**config.mk**
```make
export PLATFORM = sky130hd
export DESIGN_NAME = spi_responder
export DESIGN_NICKNAME = d
export VERILOG_FILES = /design/src/rtl/spi_pkg.sv /design/src/rtl/spi_sync_edge.sv /design/src/rtl/spi_responder.sv
export SDC_FILE = /design/constraint.sdc
export NUM_CORES = 1
export LEC_CHECK = 0
export CELL_PAD_IN_SITES_DETAIL_PLACEMENT = 1
export CELL_PAD_IN_SITES_GLOBAL_PLACEMENT = 2
export CORE_ASPECT_RATIO = 1.4
export CORE_UTILIZATION = 38
export DETAILED_ROUTE_END_ITERATION = 8
export HOLD_SLACK_MARGIN = 0.03
export PLACE_DENSITY_LB_ADDON = 0.1
export SYNTH_ARGS = -nofsm -noshare
export SYNTH_HDL_FRONTEND = slang
export SYNTH_SLANG_ARGS = --single-unit
```
**constraint.sdc**
```tcl
create_clock -name clk -period 3.8 [get_ports clk]
set_input_delay 0.38 -clock clk [delete_from_list [all_inputs] [get_ports clk]]
set_output_delay 0.38 -clock clk [all_outputs]
set_load 0.1 [all_outputs]
```
**src/rtl/spi_pkg.sv**
```systemverilog
// Shared constants and FSM state encoding for the SPI responder.
package spi_pkg;
    localparam int SPI_BYTE_W          = 8;
    localparam int SPI_BUFSIZE_DEFAULT = 3;

    typedef enum logic [1:0] {
        S_IDLE    = 2'd0,
        S_ACTIVE  = 2'd1,
        S_DONE    = 2'd2,
        S_WAIT_SS = 2'd3
    } spi_state_e;
endpackage

```
**src/rtl/spi_sync_edge.sv**
```systemverilog
// Two-flop synchronizer with registered one-cycle rise/fall pulses.
module spi_sync_edge (
    input  logic clk,
    input  logic rst,
    input  logic d,
    output logic level,
    output logic rise,
    output logic fall
);
    logic s1, s2, s3;

    always_ff @(posedge clk or posedge rst) begin
        if (rst) begin
            s1   <= 1'b0;
            s2   <= 1'b0;
            s3   <= 1'b0;
            rise <= 1'b0;
            fall <= 1'b0;
        end else begin
            s1   <= d;
            s2   <= s1;
            s3   <= s2;
            rise <= s2 & ~s3;
            fall <= ~s2 & s3;
        end
    end

    assign level = s2;
endmodule

```
**src/rtl/spi_responder.sv**
```systemverilog
// SPI responder: oversampled mode-0, LSB-first, fixed BUFSIZE-byte frames.
module spi_responder
    import spi_pkg::*;
#(
    parameter int BUFSIZE = SPI_BUFSIZE_DEFAULT
) (
    input  logic                               clk,
    input  logic                               rst,
    input  logic                               sclk,
    input  logic                               mosi,
    input  logic                               ss,
    output logic                               miso,
    input  logic [BUFSIZE-1:0][SPI_BYTE_W-1:0] tx_data,
    output logic [BUFSIZE-1:0][SPI_BYTE_W-1:0] rx_data,
    output logic                               rx_valid,
    output logic                               rx_err,
    output logic                               busy
);
    localparam int         W       = BUFSIZE * SPI_BYTE_W;
    localparam logic [3:0] BYTES   = 4'(BUFSIZE);
    localparam logic [1:0] IDLE    = S_IDLE;
    localparam logic [1:0] ACTIVE  = S_ACTIVE;
    localparam logic [1:0] DONE    = S_DONE;
    localparam logic [1:0] WAIT_SS = S_WAIT_SS;

    logic ss_lvl, ss_rise, ss_fall;
    logic sclk_lvl_unused, sclk_rise, sclk_fall;
    logic mosi_lvl, unused_mosi_rise, unused_mosi_fall;

    spi_sync_edge u_ss   (.clk(clk), .rst(rst), .d(ss),   .level(ss_lvl),
                          .rise(ss_rise), .fall(ss_fall));
    spi_sync_edge u_sclk (.clk(clk), .rst(rst), .d(sclk), .level(sclk_lvl_unused),
                          .rise(sclk_rise), .fall(sclk_fall));
    spi_sync_edge u_mosi (.clk(clk), .rst(rst), .d(mosi), .level(mosi_lvl),
                          .rise(unused_mosi_rise), .fall(unused_mosi_fall));

    logic [1:0]   state;
    logic [1:0]   settle;
    logic [W-1:0] tx_sr;
    logic [W-1:0] rx_sr;
    logic [W-1:0] rx_q;
    logic [2:0]   bit_pos;
    logic [3:0]   byte_pos;
    logic         overrun;

    // Until the synchronizers have filled after reset, a high ss means the
    // master was mid-frame; park in WAIT_SS instead of treating it as a rise.
    always_ff @(posedge clk or posedge rst) begin
        if (rst) begin
            state    <= IDLE;
            settle   <= 2'd0;
            miso     <= 1'b0;
            tx_sr    <= '0;
            rx_sr    <= '0;
            rx_q     <= '0;
            bit_pos  <= 3'd0;
            byte_pos <= 4'd0;
            overrun  <= 1'b0;
            rx_valid <= 1'b0;
            rx_err   <= 1'b0;
        end else begin
            rx_valid <= 1'b0;
            rx_err   <= 1'b0;
            if (settle != 2'd3) settle <= settle + 2'd1;
            case (state)
                IDLE: begin
                    miso <= 1'b0;
                    if (settle != 2'd3) begin
                        if (ss_lvl) state <= WAIT_SS;
                    end else if (ss_rise) begin
                        tx_sr    <= tx_data >> 1;
                        miso     <= tx_data[0][0];
                        bit_pos  <= 3'd0;
                        byte_pos <= 4'd0;
                        overrun  <= 1'b0;
                        state    <= ACTIVE;
                    end
                end
                ACTIVE: begin
                    if (ss_fall) begin
                        miso <= 1'b0;
                        if (byte_pos == BYTES && bit_pos == 3'd0 && !overrun) begin
                            rx_q  <= rx_sr;
                            state <= DONE;
                        end else begin
                            rx_err <= 1'b1;
                            state  <= IDLE;
                        end
                    end else if (sclk_rise) begin
                        if (byte_pos < BYTES) begin
                            rx_sr   <= {mosi_lvl, rx_sr[W-1:1]};
                            bit_pos <= bit_pos + 3'd1;
                            if (bit_pos == 3'd7) byte_pos <= byte_pos + 4'd1;
                        end else begin
                            overrun <= 1'b1;
                        end
                    end else if (sclk_fall) begin
                        // zeros shift in behind the data, so miso idles low past the end
                        miso  <= tx_sr[0];
                        tx_sr <= tx_sr >> 1;
                    end
                end
                DONE: begin
                    rx_valid <= 1'b1;
                    state    <= IDLE;
                end
                default: begin
                    miso <= 1'b0;
                    if (!ss_lvl) state <= IDLE;
                end
            endcase
        end
    end

    assign rx_data = rx_q;
    assign busy    = (state == ACTIVE) || (state == DONE);
endmodule

```
==> results of run 1 <==
-- cells by family (layout without fill, tap and decap cells) --
| logic type | Yosys count | count (layout) | synth area share [%] |
|---|---|---|---|
| fa+ha+maj | 9 | 9 | 2.72 |
| buf+inv | 24 | 87 | 3.89 |
| flops | 98 | 98 | 59.1 |
| mux | 75 | 75 | 19.8 |
| simple gates | 53 | 53 | 6.94 |
| xor+xnor | 1 | 1 | 0.211 |
| compound gates | 36 | 36 | 7.33 |
-- cells in the mapped netlist, drive strengths merged, types with 2 or more instances --
library cell	n
a22o	2
nand3	3
nand2	7
mux2	52
ha	9
a21oi	24
mux2i	23
clkbuf	3
inv	10
and2	4
nor2	25
dfrtp	98
nor2b	6
buf	11
-- path summary, 6_finish.rpt --
| kind | end | slack, ps |
|---|---|---|
| max | busy | 1190 |
| min | u_sclk.level | 350 |
| max reg2reg | tx_sr[22] | 1640 |
| min reg2reg | u_sclk.level | 350 |
| max in group asynchronous | rx_data[4] | 2530 |
| min in group asynchronous | rx_data[2] | 470 |
-- power by group through the flow --
stage	Combinational [uW]	Sequential, uW	Clock, uW
after floorplan	780	1360	0
after global placement	930	1340	0
after detailed placement	951	1350	0
after CTS	957	1330	1030
after global routing	1040	1350	1080
final	932	1330	1000
-- critical path: stages (launching register included) --
cell	delay (ps)
dfrtp_1	370
inv_1	90
ha_1	300
clkdlybuf4s50_1	1130
-- cell type report --
class	instances	area, sq um
fillers	1056	5380
flip-flops and latches	98	2450
multi-input cells	174	1540
well taps	138	173
clock buffers	11	253
inverters	10	40.0
clock inverters	5	85.1
repair buffers	61	598
-- stage by stage --
stage               std cells  setup slack (ps)  instance area (sq um)
global route              497              1120                   5140
CTS                       497              1170                   5140
detailed placement        481              1540                   4800
finish                    497              1190                   5140
floorplan                 296               858                   4150
global placement          481              1580                   4800
-- state kept, by name (all words and copies together) (netlist names), 2 cells and up --
| signal | count |
|---|---|
| rx_data | 24 |
| rx_sr | 24 |
| tx_sr | 23 |
| byte_pos | 4 |
| bit_pos | 3 |
| settle | 2 |
| state | 2 |
-- routing by layer --
metal / vias to the layer above / GRT usage, %
met5: - / 0
met1: 1225 / 16.4
met4: 0 / 6.26
met2: 47 / 24.4
met3: 11 / 3.41
li1: 1138 / -
==> flow_summary.json, run 1 <==
{
  "seq_power_share_pct": 40.7,
  "internal_power_uw": 2210,
  "timing.final.crit_share_pct": 68.7,
  "routedWlPerCell_microns": 14.3,
  "clk_pin_slew_ps": 70,
  "tightest_slew_ps": 972,
  "synth_top_cell_area_share_pct": 59.1,
  "yosysSeqAreaShare_pct": 59.1,
  "cts.htree.levels": 3,
  "antenna_found_initial": 0,
  "path_max_fanout": 3,
  "insertion_delay_ps": 340,
  "first_iter_violations": 37,
  "p_switching_uw": 1040,
  "dp_hpwl_microns": 4890,
  "netlist_area_sq_mm": 0.00415,
  "setup_violations": 0,
  "fin_crit_ps": 2610,
  "crit_arrival_ps": 2230,
  "cts_tree": "yes",
  "hold_path_class": "reg -> reg",
  "grt_pass1_wl_microns": 12600,
  "hold_depth": 0,
  "synth-main-ff-cell": "dfrtp_1",
  "grt_setup_unrepaired": "false",
  "die-area_sq_mm": 0.0113,
  "synth_edf_count": 0,
  "die_y_microns": 126,
  "rr_worst_depth": 6,
  "port-buffer-count": 56,
  "antenna_left": 0,
  "clk_path_buf_depth": 2,
  "ctsResizeCount": 0,
  "startpoint_type": "register",
  "io_pins": 57,
  "switching_share_pct": 32.0,
  "area_growth_pct": 23.9,
  "synth_cells": 296,
  "yosysUniqueCellTypes": 40,
  "place_congestion": 0.666,
  "status": "finished clean",
  "cp-startpoint": "state[1]",
  "grt_pass1_vias": 2608,
  "ir_drop_mv": 0.275,
  "hp-start": "u_sclk.s1",
  "p_per_area_mw_per_mm2": 634,
  "holdWs_ps": 349,
  "die_w_microns": 90.3,
  "synthArstFlopShare_pct": 100,
  "route.detailed.drc": 0,
  "cts_inserted_buffers": 9,
  "cp_data_required_time_ps": 3420,
  "holdBufCountCts": 0,
  "synth-warning-count": 0,
  "fin_tns_setup_ps": 0,
  "pwr-share-clk_pct": 30.7,
  "skew_ps": 7.54,
  "cts_sinks": 98,
  "final_cell_mix": "dfrtp_1 (98), clkdlybuf4s50_1 (56), mux2_2 (49)",
  "p_leak_uw": 0.00237,
  "cp-end-kind": "primary output",
  "met1_length_microns": 2900,
  "coreArea_sq_mm": 0.0105,
  "criticalPathCategory": "reg -> out",
  "slew_violations": 0,
  "synth_nets": 334,
  "vias": 2421,
  "final_layout_size_suffix_gt1_share_pct": 27.0,
  "nets": 392,
  "drv_cap": 0,
  "cts-root-buf": "clkbuf_16",
  "synth-seq-cells": 98,
  "antenna_cells": 0,
  "totalPowerFinal_uw": 3260,
  "met3_length_microns": 275,
  "first_pass_iters": 4,
  "postCtsSetupBuffers": 0,
  "vias_per_cell": 4.87,
  "wl_met2_microns": 3780,
  "yosys.area.top_type": "dfrtp_1",
  "maxSlewHeadroom_pct": 35.0,
  "start_util_pct": 39.4,
  "p_comb_share_pct": 28.6,
  "overflow": 0,
  "final_common_cell": "dfrtp_1",
  "grtUsageTotal_pct": 14.1,
  "post-route-util_pct": 48.8,
  "hold_viol_final": 0,
  "grt_start_max_net_pins": 50,
  "r2r-start": "state[1]",
  "ys_top_cells_by_area": "dfrtp_1 (59%), mux2_2 (13%), mux2i_1 (5.6%)",
  "wl_microns": 7100,
  "core.rowCount": 44,
  "avgSynthCellArea_sq_um": 14.0,
  "fmaxAchievable_ghz": 0.383,
  "top_layer": "met4"
}
(Power assumes the default switching activity.)
==> inputs of run 2 (changes only) <==
clock period = 2.6 ns   (was 3.8 ns; I/O delays follow)
==> run 2 against run 1 <==
  * Global-route usage up 0.11 points
  * Critical path depth up 2
  * Die area unchanged
  * Total power up 43%
  * Largest power group unchanged
  * Clock-buffer cell count down 2
  * Hold slack worse by 5.7 ps
  * Worst setup slack worse by 690 ps
  * Non-clock buffer count unchanged
  * Wire length up 1.4%
  * Combinational power up 50%
==> flow_summary.json, run 2 (synthesis gave the netlist of run 1 again) <==
{
  "switching_share_pct": 33.3,
  "maxSlewHeadroom_pct": 58.1,
  "holdWs_ps": 343,
  "hold_path_class": "in -> async",
  "internal_power_uw": 3110,
  "start_util_pct": 39.4,
  "p_leak_uw": 0.00242,
  "hold_viol_final": 0,
  "r2r-start": "state[1]",
  "path_max_fanout": 24,
  "nets": 392,
  "crit_arrival_ps": 2330,
  "ir_drop_mv": 0.469,
  "skew_ps": 7.04,
  "grt_pass1_vias": 2651,
  "pwr-share-clk_pct": 28.6,
  "postCtsSetupBuffers": 0,
  "die_y_microns": 126,
  "p_comb_share_pct": 30.0,
  "cp_data_required_time_ps": 2830,
  "startpoint_type": "register",
  "antenna_found_initial": 0,
  "fmaxAchievable_ghz": 0.476,
  "grt_setup_unrepaired": "false",
  "area_growth_pct": 22.2,
  "first_iter_violations": 48,
  "grt_pass1_wl_microns": 12700,
  "coreArea_sq_mm": 0.0105,
  "r2r-end": "rx_sr[14]",
  "reg2reg_slack_ps": 500,
  "overflow": 0,
  "cts-root-buf": "clkbuf_16",
  "grtUsageTotal_pct": 14.2,
  "slew_violations": 0,
  "drv_cap": 0,
  "clk_path_buf_depth": 2,
  "cts_sinks": 98,
  "dp_hpwl_microns": 4900,
  "grt_start_max_net_pins": 46,
  "holdBufCountCts": 0,
  "ctsResizeCount": 0,
  "antenna_cells": 0,
  "fin_crit_ps": 2100,
  "setup_violations": 0,
  "p_switching_uw": 1550,
  "multiInputGateArea_sq_mm": 0.00154,
  "wl_microns": 7200,
  "clk_pin_slew_ps": 70,
  "seqCellArea_sq_mm": 0.00245,
  "place_congestion": 0.691,
  "p_per_area_mw_per_mm2": 920,
  "die-area_sq_mm": 0.0113,
  "cts.htree.levels": 3,
  "port-buffer-count": 56,
  "antenna_left": 0,
  "core.rowCount": 44,
  "timing.final.crit_share_pct": 80.9,
  "seq_power_share_pct": 41.4,
  "cts_inserted_buffers": 9,
  "fillerInstances": 1065,
  "io_pins": 57,
  "status": "finished clean",
  "tightest_slew_ps": 627,
  "routedWlPerCell_microns": 14.5,
  "fin_tns_setup_ps": 0,
  "first_pass_iters": 4,
  "rr_worst_depth": 5,
  "final_common_cell": "dfrtp_1",
  "criticalPathCategory": "reg -> reg",
  "final_cell_mix": "dfrtp_1 (98), mux2_2 (49), buf_4 (30)",
  "vias": 2378,
  "cp-end-kind": "register",
  "route.detailed.drc": 0,
  "cts_tree": "yes",
  "die_w_microns": 90.3,
  "insertion_delay_ps": 340,
  "final_layout_size_suffix_gt1_share_pct": 34.8,
  "vias_per_cell": 4.78
}
-- run 2: per-layer routing --
layer | track usage, % | part of all wire (%) | vias up
li1 | - | - | 1136
met3 | 3.77 | 4.0 | 9
met1 | 16.2 | 42 | 1189
met5 | 0 | 0 | -
met4 | 5.69 | 1.8 | 0
met2 | 25.1 | 53 | 44
-- run 2: cell type report --
type	count	share of cell area, %
repair buffers	61	11.2
flip-flops and latches	98	48.4
well taps	138	3.41
clock buffers	9	4.44
multi-input cells	174	30.3
inverters	10	0.815
clock inverters	7	1.48
-- run 2: stage by stage --
step           utilization [%]  power (uW)  area, sq um  cells  setup slack [ps]
2_1_floorplan                -        3130         4150    296               450
3_3_place_gp              45.3        3360         4770    481               534
3_5_place_dp              45.3        3400         4770    481               474
4_1_cts                   48.2        4760         5070    497               471
5_1_grt                   48.2        4970         5070    497               290
6_report                  48.2        4660         5070    497               497
-- run 2: worst max-delay path, cell delays in order (launching register included) --
cell and delay (ps):
dfrtp_1 390, inv_1 110, ha_2 330, nor2b_1 330, nand2_2 410, mux2_2 410
-- run 2: how the worst max path moves through the flow --
stage	startpoint	to	slack, ps	cells past startpoint
3_5_place_dp	state[1]	rx_sr[14]	470	5
5_1_grt	state[1]	rx_sr[9]	290	5
3_3_place_gp	byte_pos[0]	rx_sr[14]	530	4
2_1_floorplan	state[0]	state[0]	450	5
4_1_cts	state[1]	rx_sr[8]	470	5
6_report	state[1]	rx_sr[14]	500	5
-- run 2: power groups by stage --
| stage | Sequential [uW] | Clock (uW) | Combinational, uW |
|---|---|---|---|
| CTS | 1940 | 1390 | 1440 |
| detailed placement | 1960 | 0 | 1430 |
| global placement | 1960 | 0 | 1400 |
| floorplan | 1990 | 0 | 1140 |
| finish | 1930 | 1330 | 1400 |
| global route | 1970 | 1440 | 1560 |
